<file path="src/rtl/keypad_pkg.sv">
// Shared keypad types: row width, row index width and
// the press/release state encoding used by the row conditioner.
package keypad_pkg;

    localparam int ROW_W     = 4;
    localparam int ROW_IDX_W = 2;

    typedef enum logic {
        IDLE = 1'b0,
        DOWN = 1'b1
    } kp_state_t;

endpackage

</file>
<file path="src/rtl/debounce_bit.sv">
// One keypad row line: synchronizer chain, agreement counter
// and debounced output flop.
module debounce_bit #(
    parameter int SYNC_STAGES     = 2,
    parameter int DEBOUNCE_CYCLES = 4
) (
    input  logic clock,
    input  logic reset,
    input  logic raw,
    output logic q,
    output logic q_next
);

    localparam int CNT_W = $clog2(DEBOUNCE_CYCLES + 1);
    localparam logic [CNT_W-1:0] CNT_MAX = CNT_W'(DEBOUNCE_CYCLES - 1);

    logic [SYNC_STAGES-1:0] sync_q;
    logic                   sync;
    logic [CNT_W-1:0]       cnt;
    logic [CNT_W-1:0]       cnt_next;

    always_ff @(posedge clock) begin
        if (reset) begin
            sync_q <= '0;
        end else begin
            sync_q <= {sync_q[SYNC_STAGES-2:0], raw};
        end
    end

    assign sync = sync_q[SYNC_STAGES-1];

    // Any cycle where sync agrees with q restarts the count.
    always_comb begin
        q_next   = q;
        cnt_next = '0;
        if (sync != q) begin
            if (cnt == CNT_MAX) begin
                q_next = sync;
            end else begin
                cnt_next = cnt + CNT_W'(1);
            end
        end
    end

    always_ff @(posedge clock) begin
        if (reset) begin
            cnt <= '0;
            q   <= 1'b0;
        end else begin
            cnt <= cnt_next;
            q   <= q_next;
        end
    end

endmodule

</file>
<file path="src/rtl/keypad_row_conditioner.sv">
// Debounced keypad row vector with press/release strobes,
// multi-key flag and lowest-set-bit row index.
module keypad_row_conditioner
    import keypad_pkg::*;
#(
    parameter int SYNC_STAGES     = 2,
    parameter int DEBOUNCE_CYCLES = 4
) (
    input  logic                 clock,
    input  logic                 reset,
    input  logic [ROW_W-1:0]     row_raw,
    output logic [ROW_W-1:0]     row,
    output logic                 press,
    output logic                 released,
    output logic                 multi,
    output logic [ROW_IDX_W-1:0] row_idx
);

    logic [ROW_W-1:0] row_next;
    kp_state_t        state;

    for (genvar i = 0; i < ROW_W; i++) begin : g_bit
        debounce_bit #(
            .SYNC_STAGES    (SYNC_STAGES),
            .DEBOUNCE_CYCLES(DEBOUNCE_CYCLES)
        ) u_db (
            .clock (clock),
            .reset (reset),
            .raw   (row_raw[i]),
            .q     (row[i]),
            .q_next(row_next[i])
        );
    end

    // Strobes look at next-row so they line up with the row change.
    always_ff @(posedge clock) begin
        if (reset) begin
            state    <= IDLE;
            press    <= 1'b0;
            released <= 1'b0;
        end else begin
            press    <= 1'b0;
            released <= 1'b0;
            case (state)
                IDLE: begin
                    if (row_next != '0) begin
                        state <= DOWN;
                        press <= 1'b1;
                    end
                end
                DOWN: begin
                    if (row_next == '0) begin
                        state    <= IDLE;
                        released <= 1'b1;
                    end
                end
                default: state <= IDLE;
            endcase
        end
    end

    assign multi = (row & (row - ROW_W'(1))) != '0;

    always_comb begin
        row_idx = '0;
        unique case (1'b1)
            row[0]:                       row_idx = 2'd0;
            row[1] && !row[0]:            row_idx = 2'd1;
            row[2] && row[1:0] == 2'b00:  row_idx = 2'd2;
            row[3] && row[2:0] == 3'b000: row_idx = 2'd3;
            default:                      row_idx = 2'd0;
        endcase
    end

endmodule

</file>
<file path="config.mk">
export PLATFORM = sky130hd
export DESIGN_NAME = keypad_row_conditioner
export DESIGN_NICKNAME = d
export VERILOG_FILES = /design/src/rtl/keypad_pkg.sv /design/src/rtl/debounce_bit.sv /design/src/rtl/keypad_row_conditioner.sv
export SDC_FILE = /design/constraint.sdc
export NUM_CORES = 1
export LEC_CHECK = 0
export ABC_AREA = 1
export CAP_MARGIN = 20
export CORE_MARGIN = 5
export CORE_UTILIZATION = 52
export CTS_CLUSTER_DIAMETER = 30
export DETAILED_ROUTE_END_ITERATION = 10
export PLACE_DENSITY = 0.76
export SETUP_SLACK_MARGIN = 0.3
export SYNTH_ARGS = -nofsm -noshare
export SYNTH_HDL_FRONTEND = slang
export SYNTH_SLANG_ARGS = --single-unit
export TNS_END_PERCENT = 20
</file>
<file path="constraint.sdc">
create_clock -name clock -period 1.65 [get_ports clock]
set_input_delay 0.165 -clock clock [delete_from_list [all_inputs] [get_ports clock]]
set_output_delay 0.165 -clock clock [all_outputs]
set_load 0.005 [all_outputs]
</file>
### After elaboration in Yosys (flattened, before gate mapping)

Cells that the tools add are included.

| operators by class | value |
|---|---|
| add/subtract/negate cells | 5 |
| equality and inequality tests | 8 |
| multiplexer cells | 13 |
| bitwise gates (word level) | 6 |
| reduce and logical (&&, ||, !) cells | 15 |

Operators with widths:

| cell | count |
|---|---|
| $add A3 B1 Y3 const B | 4 |
| $eq A3 B2 Y1 const B | 4 |
| $reduce_or A3 Y1 | 4 |
| $mux W1 | 11 |
| $reduce_bool A4 Y1 | 2 |
| $pmux W2 S3 | 1 |
| $not A1 Y1 | 5 |
| $and A4 B4 Y4 | 1 |
| $logic_not A4 Y1 | 1 |
| $ne A1 B1 Y1 | 4 |
| $reduce_or A2 Y1 | 2 |
| $sub A4 B1 Y4 const B | 1 |
| $logic_and A1 B1 Y1 | 3 |
| $logic_not A3 Y1 | 1 |
| $logic_not A2 Y1 | 1 |
| $pmux W1 S2 | 1 |
| $logic_not A1 Y1 | 1 |

| storage, ports and cells | value |
|---|---|
| flip-flop bits (word level) | 27 |
| input port bits | 6 |
| output and inout bits | 9 |

### Longest topological paths before layout

Gate-level depths: netlist of the first run.

| logic depth | value |
|---|---|
| word-level depth | 6 |
| depth in mapped cells | 8 |
| mapped depth without buffers | 8 |

### Hierarchy

From an unflattened synthesis of the first run, not the netlist that was laid out.

| second synthesis, totals | value |
|---|---|
| cells, all modules | 138 |
| area, all modules | 1,079.8 µm² |

By module, submodules not included:

| module | times used | cells an instance | area each (µm²) | sequential area each (µm²) |
|---|---|---|---|---|
| debounce_bit | 4 | 28 | 230.2 | 120.1 |
| keypad_row_conditioner | 1 | 26 | 158.9 | 60.1 |

### Least setup slack after synthesis of the first run

Ideal clock, no wire load.

| path | value |
|---|---|
| path type | flip-flop to flip-flop |
| from | reg g_bit[2].u_db.cnt[0] |
| to | reg state |
| setup time | 0.117 ns |
| arrival | 1.066 ns |
| required time | 1.533 ns |
| path slack | 0.467 ns |
| stages on the path, launching flop included | 9 |
| cells stage by stage | dfxtp_1 ha_1 ha_1 inv_1 nand2_1 nand2_1 nand2_1 nor2_1 nor2_1 |

| on the way | value |
|---|---|
| cells in the longest elaborated chain, start to end | 6 |
| elaborated cells on any way between the ends | 8 |

RTL lines:

| item | line | text |
|---|---|---|
| start, declared | debounce_bit.sv:19 | `logic [CNT_W-1:0] cnt;` |
| start signal, assigned | debounce_bit.sv:50 | `cnt <= cnt_next;` |
| $eq A3 B2 Y1 (*) | debounce_bit.sv:37 | `if (cnt == CNT_MAX) begin` |
| $mux W1 (*) | debounce_bit.sv:37 |  |
| $mux W1 (*) | debounce_bit.sv:36 | `if (sync != q) begin` |
| $logic_not A4 Y1 / $reduce_bool A4 Y1 (equally long branches) | keypad_row_conditioner.sv:52, keypad_row_conditioner.sv:46 |  |
| $mux W1 (on tied branches) | keypad_row_conditioner.sv:52, keypad_row_conditioner.sv:46 |  |
| $pmux W1 S2 (*) | keypad_row_conditioner.sv:44 | `case (state)` |
| end signal, assigned | keypad_row_conditioner.sv:47 | `state <= DOWN;` |
| end signal, assigned | keypad_row_conditioner.sv:53 | `state <= IDLE;` |
| end signal, assigned | keypad_row_conditioner.sv:57 | `default: state <= IDLE;` |
| end, declared | keypad_row_conditioner.sv:20 | `kp_state_t state;` |

Every way passes the cells marked *; elsewhere a longest branch is shown, timed or not.
A chain may end at the register's enable or synchronous reset.

### Final worst setup path of the first run

| path | value |
|---|---|
| from | reg g_bit[3].u_db.q |
| to | out row[3] |

RTL lines:

| item | line | text |
|---|---|---|
| start, declared | debounce_bit.sv:10 | `output logic q,` |
| start signal, assigned | debounce_bit.sv:51 | `q <= q_next;` |
| end, declared | keypad_row_conditioner.sv:12 | `output logic [ROW_W-1:0] row,` |

No word-level cell between the ends.

==> results list, run 1 <==
* Clock buffer depth: 2
- Number of vias after detailed routing: 836
- Clock slew at the register clock pins of the worst setup and hold paths: 140 ps
- Fmax achieved: 701.5 MHz
- When the netlist entered floorplanning its net count stood at 157.
* Initial DRC count: 6
* Largest area contributor in the netlist: sky130_fd_sc_hd__dfxtp_1
* DP Cell Count: between 150 and 200
* Overflow after GRT: 0
- Clock tree from TritonCTS: done
* Synthesized-area fraction occupied by and/or/nand/nor cells: 20.68%
- Once the floorplan was initialized, standard cells occupied 55.56% of the core.
- The first detailed-routing pass took 4 iterations.
* Die height: 56.02 um
- Tightest Hold Check Type: input pin to register
- The startpoint identified for the worst register-to-register timing path is g_bit[2].u_db.cnt[0].
- Of the total synthesized cell area, the portion taken by full adders, half adders and majority gates is under 10%.
* Post-route setup TNS: 0 ps
* Sequential cell area fraction in the yosys report: 49.09%
- Cells taking the most area after synthesis: sky130_fd_sc_hd__dfxtp_1 (49%), sky130_fd_sc_hd__nor2_1 (10%), sky130_fd_sc_hd__nand2_1 (9.9%)
* Family with the most delay on the worst path: buffers and inverters
- The worst hold path passes through 3 cells.
* Initial antenna violation count: 0
- Yosys warning count: 0
- Origin of the worst setup path: g_bit[3].u_db.q
- After detailed routing, the average wire length per cell comes to 9.806 um.
- By area, the combinational part of the netlist is dominated by simple AND/OR/NAND/NOR gates.
- The synthesized design devotes to its leading area cell type 49.09% of total area.
- Library cell used as clock root buffer: sky130_fd_sc_hd__clkbuf_4
- Share of the synthesized netlist area taken by xor and xnor gates: 0%
- Combined buffer and inverter count along the critical path: 1
- Input and output buffers added on the ports amount to 14.
- Worst slew pin tran: 387.9 ps
* Mean area per synthesized cell: 7.700 um^2
- Commonest non-fill, non-tap cells in the layout: sky130_fd_sc_hd__nor2_1 (30), sky130_fd_sc_hd__nand2_1 (29), sky130_fd_sc_hd__inv_1 (25), sky130_fd_sc_hd__dfxtp_1 (23), sky130_fd_sc_hd__clkdlybuf4s50_1 (9)
* Worst reg2reg path depth: 8
- In this run the cell area of the synthesized design comes to 0.001101 mm^2.
* Cell Chain, Critical Path: clkdlybuf4s50_1
- Clock skew on the completed layout was measured at 3.395 ps.
* Core Util, Final: between 60% and 70%
* Detailed-placement wirelength estimate: 1.408 mm
- The floorplan step defined a core boundary enclosing 0.001982 mm^2.
- Max-cap violations in this run came to 0.
- Number of library cell types mapped by synthesis: 13
* Post-detailed-route count of antenna-violating nets: 0
* Maximum resistive drop on vdd: between 500 and 600 uV
- The analysis attributes to cell leakage a power of 0.6355 nW.
- Setup violations remaining at the end of the flow were counted as 0.
- Routability congestion estimate: between 0.8 and 0.9
- Clock net sink count: 27
* Slowest stage cell, crit path: sky130_fd_sc_hd__clkdlybuf4s50_1
- Final critical path time including I/O delays and setup: 1425 ps
* Ant diodes: 0
- Period Utilization, post-route: 86.39%
- Proportion of layout cells with a drive suffix above 1: 10.06%
- The worst pin sits at a relative slew slack of 74.06%.
* Final worst setup slack: 224.6 ps
- CTS buffer count: 3
- Number of primary I/O pins: 15
* Worst Setup End Kind: output pin
- At the worst endpoint, the arrival time is 1260 ps.
- H-Tree Depth: 1
- Critical path peak fanout: 7
* Most frequent standard cell in the layout excluding fill and tap cells: sky130_fd_sc_hd__nor2_1
- In this run the number of cells on the critical path is 1.
- Unrepaired setup endpoints after global routing: yes
- At the worst endpoint, the required time is 1480 ps.
- The hold violation total from the final report was 0.
- STA classifies the critical path startpoint as a register.
- The run finished with clean final reports.
- Min-Delay Startpoint: row_raw[0]
* Per-cell via count in the routed design: 4.495
- Compared with the post-synthesis result, the final layout area differs by 17.50%.
- Number of global-route vias before repair: 808
- Number of max-slew violations in the final report: 0
- At the placement stage, the worst setup path has a slack of 200.2 ps.
- The later pin in the worst-skew pair is clocked with a latency of 320 ps.
* Finished Layout Cells: 186
- Drt drc: 0
- Aggregate routed wire length: 1.824 mm
- Synth Area in Compound Gates: 7.045%
- The die covers 0.003138 mm^2.
- Stage delay of the slowest cell on the critical path: 520 ps
* Post-Route Hold Slack: approximately 350 ps
- The floorplan step set the die width to 56.02 um.
- Entering global routing, the biggest net connects 16 pins.
- In the global route stage, overall resource usage came out at about an eighth.
* Total power divided by cell area: 758.8 mW/mm^2
* Register bit total from synthesis: 27
* Wire length of the first global-routing pass: between 3 and 4 mm
* Final net count: 174
- Mapped Cells: 143
- WS Path Type: register to output pin
- The layout has 180 filler cells.
- Multiplexer cells account for 0% of the synthesized area.
- Num rows: 16
## layer usage
layer	global-route usage, %	part of all wire [%]	vias to the layer above
li1	-	-	455
met1	13.24	43	360
met2	23.37	50	17
met3	2.320	3.7	4
met4	8.136	2.6	0
met5	0	0	-
## timing repair
item / in CTS / in global routing
hold buffers: 0 / 0
resized for setup: 10 / 3
cloned: 0 / 0
buffers inserted: 2 / 0
endpoints found under the setup margin: 9 / 9
endpoints found under the hold margin: 0 / 0
## kinds of logic (layout without fill, tap and decap cells)
logic type,Yosys count,after routing
compound gates,13,13
simple gates,60,60
buf+inv,35,51
flops,27,27
fa+ha+maj,8,8
## report_power, final
part           switching [mW]  internal, mW  leakage (nW)
combinational          0.0186        0.0220         0.396
clock                   0.182        0.0908        0.0177
sequential            0.00708         0.661         0.222
total                   0.208         0.774         0.636
## sequential cells by signal, summed over array words and instances (netlist names)
register           cells
g_bit.u_db.sync_q      8
released               1
state                  1
g_bit.u_db.q           4
g_bit.u_db.cnt        12
press                  1
## Yosys cell counts
cell / n
sky130_fd_sc_hd__a21oi_1: 6
sky130_fd_sc_hd__buf_2: 1
sky130_fd_sc_hd__buf_4: 4
sky130_fd_sc_hd__buf_6: 1
sky130_fd_sc_hd__dfxtp_1: 27
sky130_fd_sc_hd__ha_1: 8
sky130_fd_sc_hd__inv_1: 27
sky130_fd_sc_hd__inv_2: 2
sky130_fd_sc_hd__nand2_1: 29
sky130_fd_sc_hd__nor2_1: 30
sky130_fd_sc_hd__o211ai_1: 5
sky130_fd_sc_hd__o21ai_0: 2
sky130_fd_sc_hd__or2_1: 1
## worst paths after layout
check	slack, ps	end
worst max-delay path	220	row[3]
worst min-delay path	350	g_bit[0].u_db.sync_q[0]
worst min register to register	410	g_bit[1].u_db.sync_q[1]
worst max register to register	300	state
## metrics by stage
step	instance area, um^2	power, mW
detailed placement	1244	0.7269
finish	1294	0.9817
global route	1294	1.025
CTS	1291	0.9929
floorplan	1101	0.7086
global placement	1244	0.7242
## cell type report
type	instances	area, um^2	share of cell area [%]
tap	27	33.78	2.611
timing repair buffer	18	167.7	12.96
multi-input combinational	81	405.4	31.33
sequential	27	550.5	42.55
clock buffer	3	22.52	1.741
clock inverter	1	5.005	0.3868
inverter	29	108.9	8.414
Power figures use the tool's default switching activity.
==> run 2: changes to the inputs <==
--- a/config.mk
+++ b/config.mk
@@ -9,8 +9,8 @@
 export CAP_MARGIN = 20
 export CORE_MARGIN = 5
 export CORE_UTILIZATION = 52
-export CTS_CLUSTER_DIAMETER = 30
 export DETAILED_ROUTE_END_ITERATION = 10
+export HOLD_SLACK_MARGIN = 0.15
 export PLACE_DENSITY = 0.76
 export SETUP_SLACK_MARGIN = 0.3
 export SYNTH_ARGS = -nofsm -noshare
==> results of run 2 <==
The final DEF is identical to that of run 1; final timing and power are the same.
==> run 3: changes to the inputs <==
==> constraint.sdc (replaced) <==
create_clock -name clock -period 1.65 [get_ports clock]
set_input_delay 0.165 -clock clock [delete_from_list [all_inputs] [get_ports clock]]
set_output_delay 0.165 -clock clock [all_outputs]
set_load 0.02 [all_outputs]
==> run 3 against run 2 <==
Clock power shrank 3%. Total power shrank 0.29%. Sequential share of layout area is essentially flat. First-iteration DRC count shrank 33%. Critical path type unchanged.
==> results list, run 3 (synthesis results as in run 1) <==
- Critical path startpoint category: register
* Drt drc: 0 (unchanged)
- Reg2Reg Launch Point: g_bit[1].u_db.cnt[0]
* Final Skew: 6.007 ps (+2.612 ps)
- H-Tree Depth: 1 (unchanged)
- Setup repair after global routing could not meet its margin everywhere.
- The least setup slack across all paths after layout was 113.1 ps (-111.5 ps).
- Detailed-placement wirelength estimate: 1.328 mm (-5.7%)
- Number of cells on the worst hold path: 3 (unchanged)
* Number of vias after detailed routing: 813 (-2.8%)
- The total negative setup slack was 0 ps (unchanged).
- The count of fill cells added during filler insertion came to 177 (-1.7%).
- Effective utilization at floorplan: 55.56% (unchanged)
* Global routing usage on met3: 2.552% (+0.23 points)
* Register-to-register path setup slack: 340 ps (+40 ps)
* Number of max-slew violations in the final report: 0 (unchanged)
- The headroom to the max-slew limit was 80.66% (+6.6 points).
- The number of input and output port buffers inserted is 14 (unchanged).
- The number of optimization iterations in the first detailed-route pass came to 4 (unchanged).
- Area grow syn2layout: 15.57%
* Wire length of the first global-routing pass: 2.849 mm (-10%)
- The largest net degree at the start of global routing was 15 (-1).
- Worst reg2reg path depth: 8 (unchanged)
* Proportion of layout cells with a drive suffix above 1: 6.329% (-3.7 points)
- The top-level port count was 15 (unchanged).
* Cell Chain, Critical Path: clkdlybuf4s50_1
- The slew at the pin with the worst max-slew slack is 288.9 ps (-99.02 ps).
- Routed len/inst: 9.049 um (-7.7%)
- The power density of the placed cells is 769.3 mW/mm^2 (+1.4%).
* Register with the most flip-flops: g_bit.u_db.cnt
- The post-CTS setup buffer count was 0 (-2).
- The number of sinks handled by clock tree synthesis was 27 (unchanged).
* Maximum resistive drop on vdd: 624.7 uV (+6.8%)
- The worst hold path belongs to the class input pin to register.
- Finished Layout Cells: 185 (-0.54%)
- Max cap viols: 0 (unchanged)
* Die area: 0.003138 mm^2 (unchanged)
- The overall global routing resource usage was 11.33% (-1.5 points).
- Num rows: 16 (unchanged)
* Arrival time at the worst endpoint: 1370 ps (+110 ps)
* Routability congestion estimate: 0.7508 (-9.7%)
- Initial DRC count: 4 (-2)
* Global-route layer with the greatest usage: met2
- In this run the most critical hold path is launched from row_raw[1].
- The total clock buffers created by CTS was 3 (unchanged).
* Commonest non-fill, non-tap cells in the layout: sky130_fd_sc_hd__nor2_1 (30), sky130_fd_sc_hd__nand2_1 (29), sky130_fd_sc_hd__inv_1 (27), sky130_fd_sc_hd__dfxtp_1 (26), sky130_fd_sc_hd__clkdlybuf4s50_1 (9)
* Data required, critical path: 1480 ps (about the same)
- The initial antenna violation count came to 0 (unchanged).
- Placement-stage worst setup slack: 123.5 ps (-76.67 ps)
- Family with the most delay on the worst path: buffers and inverters
- Final Hold Fails: 0 (unchanged)
- Post-detailed-route count of antenna-violating nets: 0 (unchanged)
* Final critical path time including I/O delays and setup: 1537 ps (+111.5 ps)
- The buffer and inverter count on the worst path was 1 (unchanged).
* Aggregate routed wire length: 1.674 mm (-8.2%)
* Clock buffer depth: 2 (unchanged)
- Largest registers in the final layout: g_bit.u_db.cnt: 12 flops, g_bit.u_db.sync_q: 8 flops, g_bit.u_db.q: 4 flops
* Reg-to-Reg End: press
* Number of gates on the worst path with buffers counted: 1 (unchanged)
- Final net count: 173 (-0.57%)
- Clock slew at the register clock pins of the worst setup and hold paths: 130 ps (about the same)
* Library cell used as clock root buffer: sky130_fd_sc_hd__clkbuf_4
- The final count of negative-setup-slack endpoints came to 0 (unchanged).
- Stage delay of the slowest cell on the critical path: 650 ps (+130 ps)
* Number of global-route vias before repair: 750 (-7.2%)
- For this design, the slowest cell found on the critical path is sky130_fd_sc_hd__clkdlybuf4s50_1.
- Ant diodes: 0 (unchanged)
- Skew-Pair Late Insertion Delay: 310 ps (about the same)
- Per-cell via count in the routed design: 4.395 (-2.2%)
* Leakage power figure: 0.6209 nW (-2.3%)
- The core region area was 0.001982 mm^2 (unchanged).
- The number of flip-flops under the largest register name is 12 (unchanged).
- The achievable frequency came to 650.6 MHz (-7.3%).
* M1 GR Usage: 12.66% (-0.58 points)
- Grt met2 use: 19.70% (-3.7 points)
- The die span in y was 56.02 um (unchanged).
- The worst setup path is captured at an output pin.
* DP Cell Count: 181 (+0.56%)
- Most frequent standard cell in the layout excluding fill and tap cells: sky130_fd_sc_hd__nor2_1
- Period Utilization, post-route: 93.15% (+6.8 points)
- Hold path endpoint: g_bit[1].u_db.sync_q[0]
* Outcome: completed
- WS Path Type: register to output pin
* Clock tree from TritonCTS: done
- Overflow after GRT: 0 (unchanged)
* Width of the chip: 56.02 um (unchanged)
- Critical path peak fanout: 5 (-2)
-- run 3: layout make-up --
class | instances | area, um^2 | share of cell area [%]
Sequential cell | 27 | 541.8 | 42.58
Multi-Input combinational cell | 81 | 405.4 | 31.86
Clock buffer | 4 | 26.28 | 2.065
Timing Repair Buffer | 17 | 156.4 | 12.29
Tap cell | 27 | 33.78 | 2.655
Inverter | 29 | 108.9 | 8.555
-- run 3: what timing repair did --
item / in CTS / in global routing
hold buffers: 0 / 0
resized for setup: 6 / 2
cloned: 0 / 0
endpoints found under the setup margin: 9 / 11
-- run 3: worst max path at each step --
| stage | to | from |
|---|---|---|
| global placement | multi | g_bit[1].u_db.q |
| global route | row_idx[1] | g_bit[1].u_db.q |
| detailed placement | multi | g_bit[1].u_db.q |
| finish | row[1] | g_bit[1].u_db.q |
| CTS | multi | g_bit[1].u_db.q |
| floorplan | state | g_bit[2].u_db.cnt[0] |
-- run 3: through the flow --
step / hold slack (ps) / cell area [um^2] / power, mW / util (%)
finish: 352.2 / 1272 / 0.9789 / 64.20
global route: 357.5 / 1272 / 1.017 / 64.20
CTS: 348.8 / 1275 / 0.9891 / 64.33
detailed placement: 401.7 / 1251 / 0.7279 / 63.13
global placement: 390.0 / 1251 / 0.7244 / 63.13
floorplan: 272.0 / 1101 / 0.7088 / -
-- run 3: tightest hold or removal path: stages --
cell and delay, ps:
sky130_fd_sc_hd__clkdlybuf4s50_1 390, sky130_fd_sc_hd__inv_1 50, sky130_fd_sc_hd__nor2_1 30
-- run 3: per-layer routing --
| metal | vias to the layer above | share of wire, % |
|---|---|---|
| met1 | 339 | 45 |
| li1 | 453 | - |
| met5 | - | 0 |
| met2 | 19 | 49 |
| met3 | 2 | 5.4 |
| met4 | 0 | 0.72 |
-- run 3: where the power goes --
part | internal [mW] | total [mW] | switching [mW] | leakage, nW
logic | 0.0222 | 0.0421 | 0.0199 | 0.386
clock network | 0.0945 | 0.266 | 0.172 | 0.0150
registers | 0.664 | 0.671 | 0.00665 | 0.220
total | 0.781 | 0.979 | 0.198 | 0.621
